--- config.mk ---
export PLATFORM = sky130hd
export DESIGN_NAME = rr_select_arbiter
export DESIGN_NICKNAME = d
export VERILOG_FILES = /design/src/rtl/rr_select_arbiter.sv
export SDC_FILE = /design/constraint.sdc
export NUM_CORES = 1
export LEC_CHECK = 0
export CAP_MARGIN = 30
export CORE_AREA = 2 2 39 41
export CTS_CLUSTER_SIZE = 16
export DETAILED_ROUTE_END_ITERATION = 10
export DIE_AREA = 0 0 41 43
export GPL_TIMING_DRIVEN = 0
export PLACE_DENSITY = 0.55
export SKIP_LAST_GASP = 1
export SYNTH_ARGS = -nofsm -noshare
export SYNTH_HDL_FRONTEND = slang
export SYNTH_SLANG_ARGS = --single-unit
--- constraint.sdc ---
create_clock -name clk -period 2.3 [get_ports clk]
set_input_delay 0.69 -clock clk [delete_from_list [all_inputs] [get_ports clk]]
set_output_delay 0.69 -clock clk [all_outputs]
set_load 0.005 [all_outputs]
--- src/rtl/rr_select_arbiter.sv ---
// Four-channel round-robin arbiter driving a 2-to-4 decoder select/enable.
// Define RR_SELECT_ARBITER_TIMEOUT_EN to enforce a TIMEOUT-cycle limit on each grant.
module rr_select_arbiter #(
    parameter int unsigned TIMEOUT = 15
) (
    input  logic       clk,
    input  logic       rst,
    input  logic [3:0] req,
    input  logic       done,
    output logic [1:0] sel,
    output logic       sel_en,
    output logic       busy,
    output logic       timeout
);

    typedef enum logic {
        IDLE  = 1'b0,
        GRANT = 1'b1
    } state_t;

    state_t     state, state_n;
    logic [1:0] ptr, ptr_n;
    logic [1:0] sel_n;
    logic [1:0] idx;
    logic [1:0] pick;
    logic       found;
    logic       release_normal;
    logic       expire;
    logic       timeout_q, timeout_n;

    if (TIMEOUT < 2 || TIMEOUT > 255) begin : g_bad_timeout
        $error("rr_select_arbiter: TIMEOUT must be in 2..255");
    end

`ifdef RR_SELECT_ARBITER_TIMEOUT_EN
    logic [7:0] cnt, cnt_n;

    always_ff @(posedge clk) begin
        if (rst) cnt <= '0;
        else     cnt <= cnt_n;
    end

    // cnt counts completed GRANT cycles beyond the first; expiry on the TIMEOUT-th.
    always_comb begin
        expire = (state == GRANT) && (cnt == 8'(TIMEOUT - 1));
        cnt_n  = cnt;
        if (state == IDLE)
            cnt_n = '0;
        else if (!(release_normal || expire))
            cnt_n = cnt + 8'd1;
    end
`else
    assign expire = 1'b0;
`endif

    always_ff @(posedge clk) begin
        if (rst) begin
            state     <= IDLE;
            ptr       <= '0;
            sel       <= '0;
            timeout_q <= 1'b0;
        end else begin
            state     <= state_n;
            ptr       <= ptr_n;
            sel       <= sel_n;
            timeout_q <= timeout_n;
        end
    end

    // First requesting channel at or after ptr, wrapping modulo 4.
    always_comb begin
        found = 1'b0;
        pick  = '0;
        idx   = '0;
        for (int unsigned i = 0; i < 4; i++) begin
            idx = ptr + 2'(i);
            if (!found && req[idx]) begin
                found = 1'b1;
                pick  = idx;
            end
        end
    end

    always_comb begin
        state_n        = state;
        ptr_n          = ptr;
        sel_n          = sel;
        timeout_n      = 1'b0;
        release_normal = done | ~req[sel];
        case (state)
            IDLE: begin
                if (found) begin
                    sel_n   = pick;
                    state_n = GRANT;
                end
            end
            GRANT: begin
                if (release_normal || expire) begin
                    state_n   = IDLE;
                    ptr_n     = sel + 2'd1;
                    timeout_n = ~release_normal;
                end
            end
            default: state_n = IDLE;
        endcase
    end

    assign sel_en  = (state == GRANT);
    assign busy    = (state == GRANT);
    assign timeout = timeout_q;

endmodule

After elaboration in Yosys (flattened, before gate mapping)
Index checks and enable logic that the tools add are counted.
Word-level totals
  register bits: 6
  word-level logic and storage cells: 47
  bits of input ports: 7
  output and inout bits: 5
Cells by class
  bitwise logic cells: 4
  mux-type cells: 21
  $lt $le $gt $ge: 5
  reduce and logical (&&, ||, !) cells: 9
  add/sub/neg operators: 4
Operators by type and width (count)
  2-bit by 3-bit less-than comparator with 1-bit output, second input constant: 5
  1-bit 2-to-1 mux: 11
  1-bit binary-select mux with 2-bit select: 5
  2-bit 2-to-1 mux: 4
  2-bit by 1-bit adder with 2-bit output, second input constant: 2
  2-bit adder, second input constant: 2
  2-bit AND reduction: 2
  1-bit logical AND: 3
  1-bit zero test: 3
  1-bit NOT: 3
  3-bit OR reduction: 1
  1-bit case mux with 2 select lines: 1
  1-bit OR: 1

Logic depth before layout (Yosys ltp)
  word-level depth: 14
  depth in mapped cells: 5
  depth with buffers taken out: 4

Worst setup path before layout
No wires, ideal clock.
  path type: input to register
  start point: input req[2]
  end point: register ptr[0]
  data required time: 2214 ps
  arrival: 1431 ps
  path buffers: 1
  cell stages on the path: 5
  slack: 784 ps
  cells stage by stage: clkbuf_2 > mux2i_1 > o221a_2 > nor2_1 > a211oi_1
On the way
  cells in the longest elaborated chain, start to end: 5
Ends and longest elaborated chain
  start: declaration: line 8  | input logic [3:0] req,
  1-bit binary-select mux with 2-bit select: line 89  | release_normal = done | ~req[sel];
  1-bit 2-to-1 mux (implied by the code): line 89
  1-bit NOT: line 89
  1-bit OR: line 89
  2-bit AND reduction (no line)
  end signal: assignment: line 64  | ptr <= ptr_n;
  end: declaration: line 22  | logic [1:0] ptr, ptr_n;
Every way passes these cells. The select of a mux whose other input is x is not followed.
A chain may end at the register's enable or synchronous reset.

Final worst setup path
  start point: register state (netlist: busy)
  end point: output sel_en
RTL lines
  start: declaration: line 21  | state_t state, state_n;
  start signal: assignment: line 63  | state <= state_n;
  end: declaration: line 11  | output logic sel_en,
No word-level cell between the ends.

==> out/qor.txt <==
Via count = 377
Top Metal Used = met4
Die Width = 41 um
Cell Area, Synth = 372 um^2
Crit path max fanout = 5
Root buf cell = clkbuf_4
P_leak = 0.197 nW
Die ar. = 1760 um^2
Slowest stage cell, crit path = clkdlybuf4s50_1
Grt ovf = 0
Crit-path leading delay family = buffers and inverters
Hold slack = 0.573 ns
Status = completed
Crit Path Category = register to primary output
Netlist cell types = 26
CTS tree = done
CTS buffer count = 3
Flops & latches, synth = 6
Antenna Violating Nets Remaining = 0
Starting Density = 26.9%
Hold crit path type = register to register
Commonest non-fill, non-tap cell in the layout = clkdlybuf4s50_1
Global-route wire length before repair = 1430 um
Mapped Nets = 52
Hold_buf cts = 0
Antenna cells = 0
Post-cts resize count = 0
CP cell instances = buf_4, clkdlybuf4s50_1
CP Launch Type = register
Met3 WL = 53 um
Row count = 14
Largest area contributor in the netlist = dfxtp_1
Initial antenna violation count = 0
Via density = 5.09
Worst stage delay on the critical path = 0.48 ns
Clock Pin Slew Worst Setup and Hold Paths = 0.05 ns
GRT Util Overall = 11.9%
Top cells by area, synth = dfxtp_1 (32%), mux2i_1 (11%), nor2_1 (6.1%)
Maximum root-to-sink buffer count = 2
Most frequent cells in the layout = clkdlybuf4s50_1 (10), nor2_1 (6), dfxtp_1 (6)
CTS sink count = 6
Largest net degree at the start of global routing = 9
Worst VDD drop = 0.000243 V
Final count of negative-setup-slack endpoints = 0
Port-buffer cells = 10
Power Dens Cells = 632 nW/um^2
DR iter-0 viols = 11
Post-Place Cells = 71
Total power = 0.325 mW
Setup Buffers After CTS = 0
YS warnings = 0
Place WS = 0.234 ns
Vias in the first global route = 345
Clock skew = 0.00755 ns
Syn_area_per_cell = 8.26 um^2
Nets = 67
Final instance area = 514 um^2
Final Instance Count excl. Fillers = 74
Fin. max-slew vios = 0
Fin crit period = 1.97 ns
Max cap viols = 0
Final wirelength = 883 um
Final WS setup = 0.333 ns
Met2 Wirelength = 416 um
RSZ-0062 raised after global routing = no
Sequential fraction of the synthesis area = 32.3%
Detailed Place HPWL = 688 um
Final hold vios = 0
Area Growth Syn to Fin = 38.4%
Detailed-route wire length per cell = 11.9 um
Fin crit share = 85.5%
Critical path buffer and inverter count = 2
Die Y-Extent = 43 um
H-tree depth = 1
Boundary Pins = 12
Placed inst area = 492 um^2
Share of the synthesized area in the top cell type = 32.3%
Post-Syn Instances = 45
Fin util = 37.2%
Metal-1 WL = 393 um
Share of cells above drive strength 1 = 13.8%
Clk_lat worst skew = 0.25 ns
Post-route DRC = 0
Filler cell count = 150
DR pass1 iterations = 4
Arr. time, crit path = 1.28 ns
Core area = 1380 um^2
TNS Setup = 0 ns
Highest clock rate = 508 MHz
CP endpoint kind = primary output
CP Data Required Time = 1.61 ns
Final GP Congestion = 0.684
tightest hold or removal path, delay by kind of cell (launching register included):
kind                   cells  cell delay (ns)
AO/OA/AOI/OAI              1             0.07
buffers and inverters      1             0.13
flip-flops                 1             0.34
flip-flops by register name, summed over array words and instances (netlist names):
signal / count
sel: 2
busy: 1
timeout: 1
ptr: 2
kinds of logic (layout without fill, tap and decap cells):
logic type             Yosys count  count (layout)  share of synthesized area (%)
AND/OR/NAND/NOR                 12              12                           15.5
AO/OA/AOI/OAI                   14              14                           27.3
other                            1               1                           1.01
multiplexers                     4               4                           10.8
flip-flops                       6               6                           32.3
XOR/XNOR                         1               1                           2.36
buffers and inverters            7              20                           10.8
metal layers:
layer  global-route usage, %  up-vias
li1                        -      189
met1                    13.2      176
met2                    18.8       10
met3                    3.14        2
met4                    8.00        0
met5                       0        -
synth_stat cells:
master / number
dfxtp_1: 6
nor2_1: 6
mux2i_1: 4
inv_1: 3
a211oi_1: 2
a21oi_1: 2
clkbuf_2: 2
o21ai_0: 2
a21boi_0: 1
a221o_1: 1
a22oi_1: 1
a311oi_1: 1
a31oi_1: 1
buf_4: 1
buf_6: 1
conb_1: 1
nand2_1: 1
nand2b_1: 1
nor3_1: 1
nor4_1: 1
o221a_2: 1
o221ai_1: 1
o22ai_1: 1
or2_1: 1
or2b_1: 1
xnor2_1: 1
final timing paths:
check	from	end	slack [ns]	cells after the start
max	busy	sel_en	0.33	2
min	sel[0]	ptr[0]	0.57	2
max reg2reg	sel[0]	ptr[0]	0.99	5
min reg2reg	sel[0]	ptr[0]	0.57	2
power breakdown:
part	total (mW)	leakage, nW	internal, mW	switching [mW]
registers	0.126	0.0499	0.116	0.0108
logic	0.0966	0.133	0.0552	0.0414
clock network	0.102	0.0138	0.0593	0.0427
area by class of cell:
type	instances	area [um^2]	share of cell area [%]
Tap cell	16	20.0	3.89
Multi-Input combinational cell	32	211	41.1
Sequential cell	6	120	23.4
Clock buffer	3	22.5	4.38
Buffer	4	28.8	5.60
Timing Repair Buffer	10	100	19.5
Inverter	3	11.3	2.19
(Power assumes the default switching activity.)
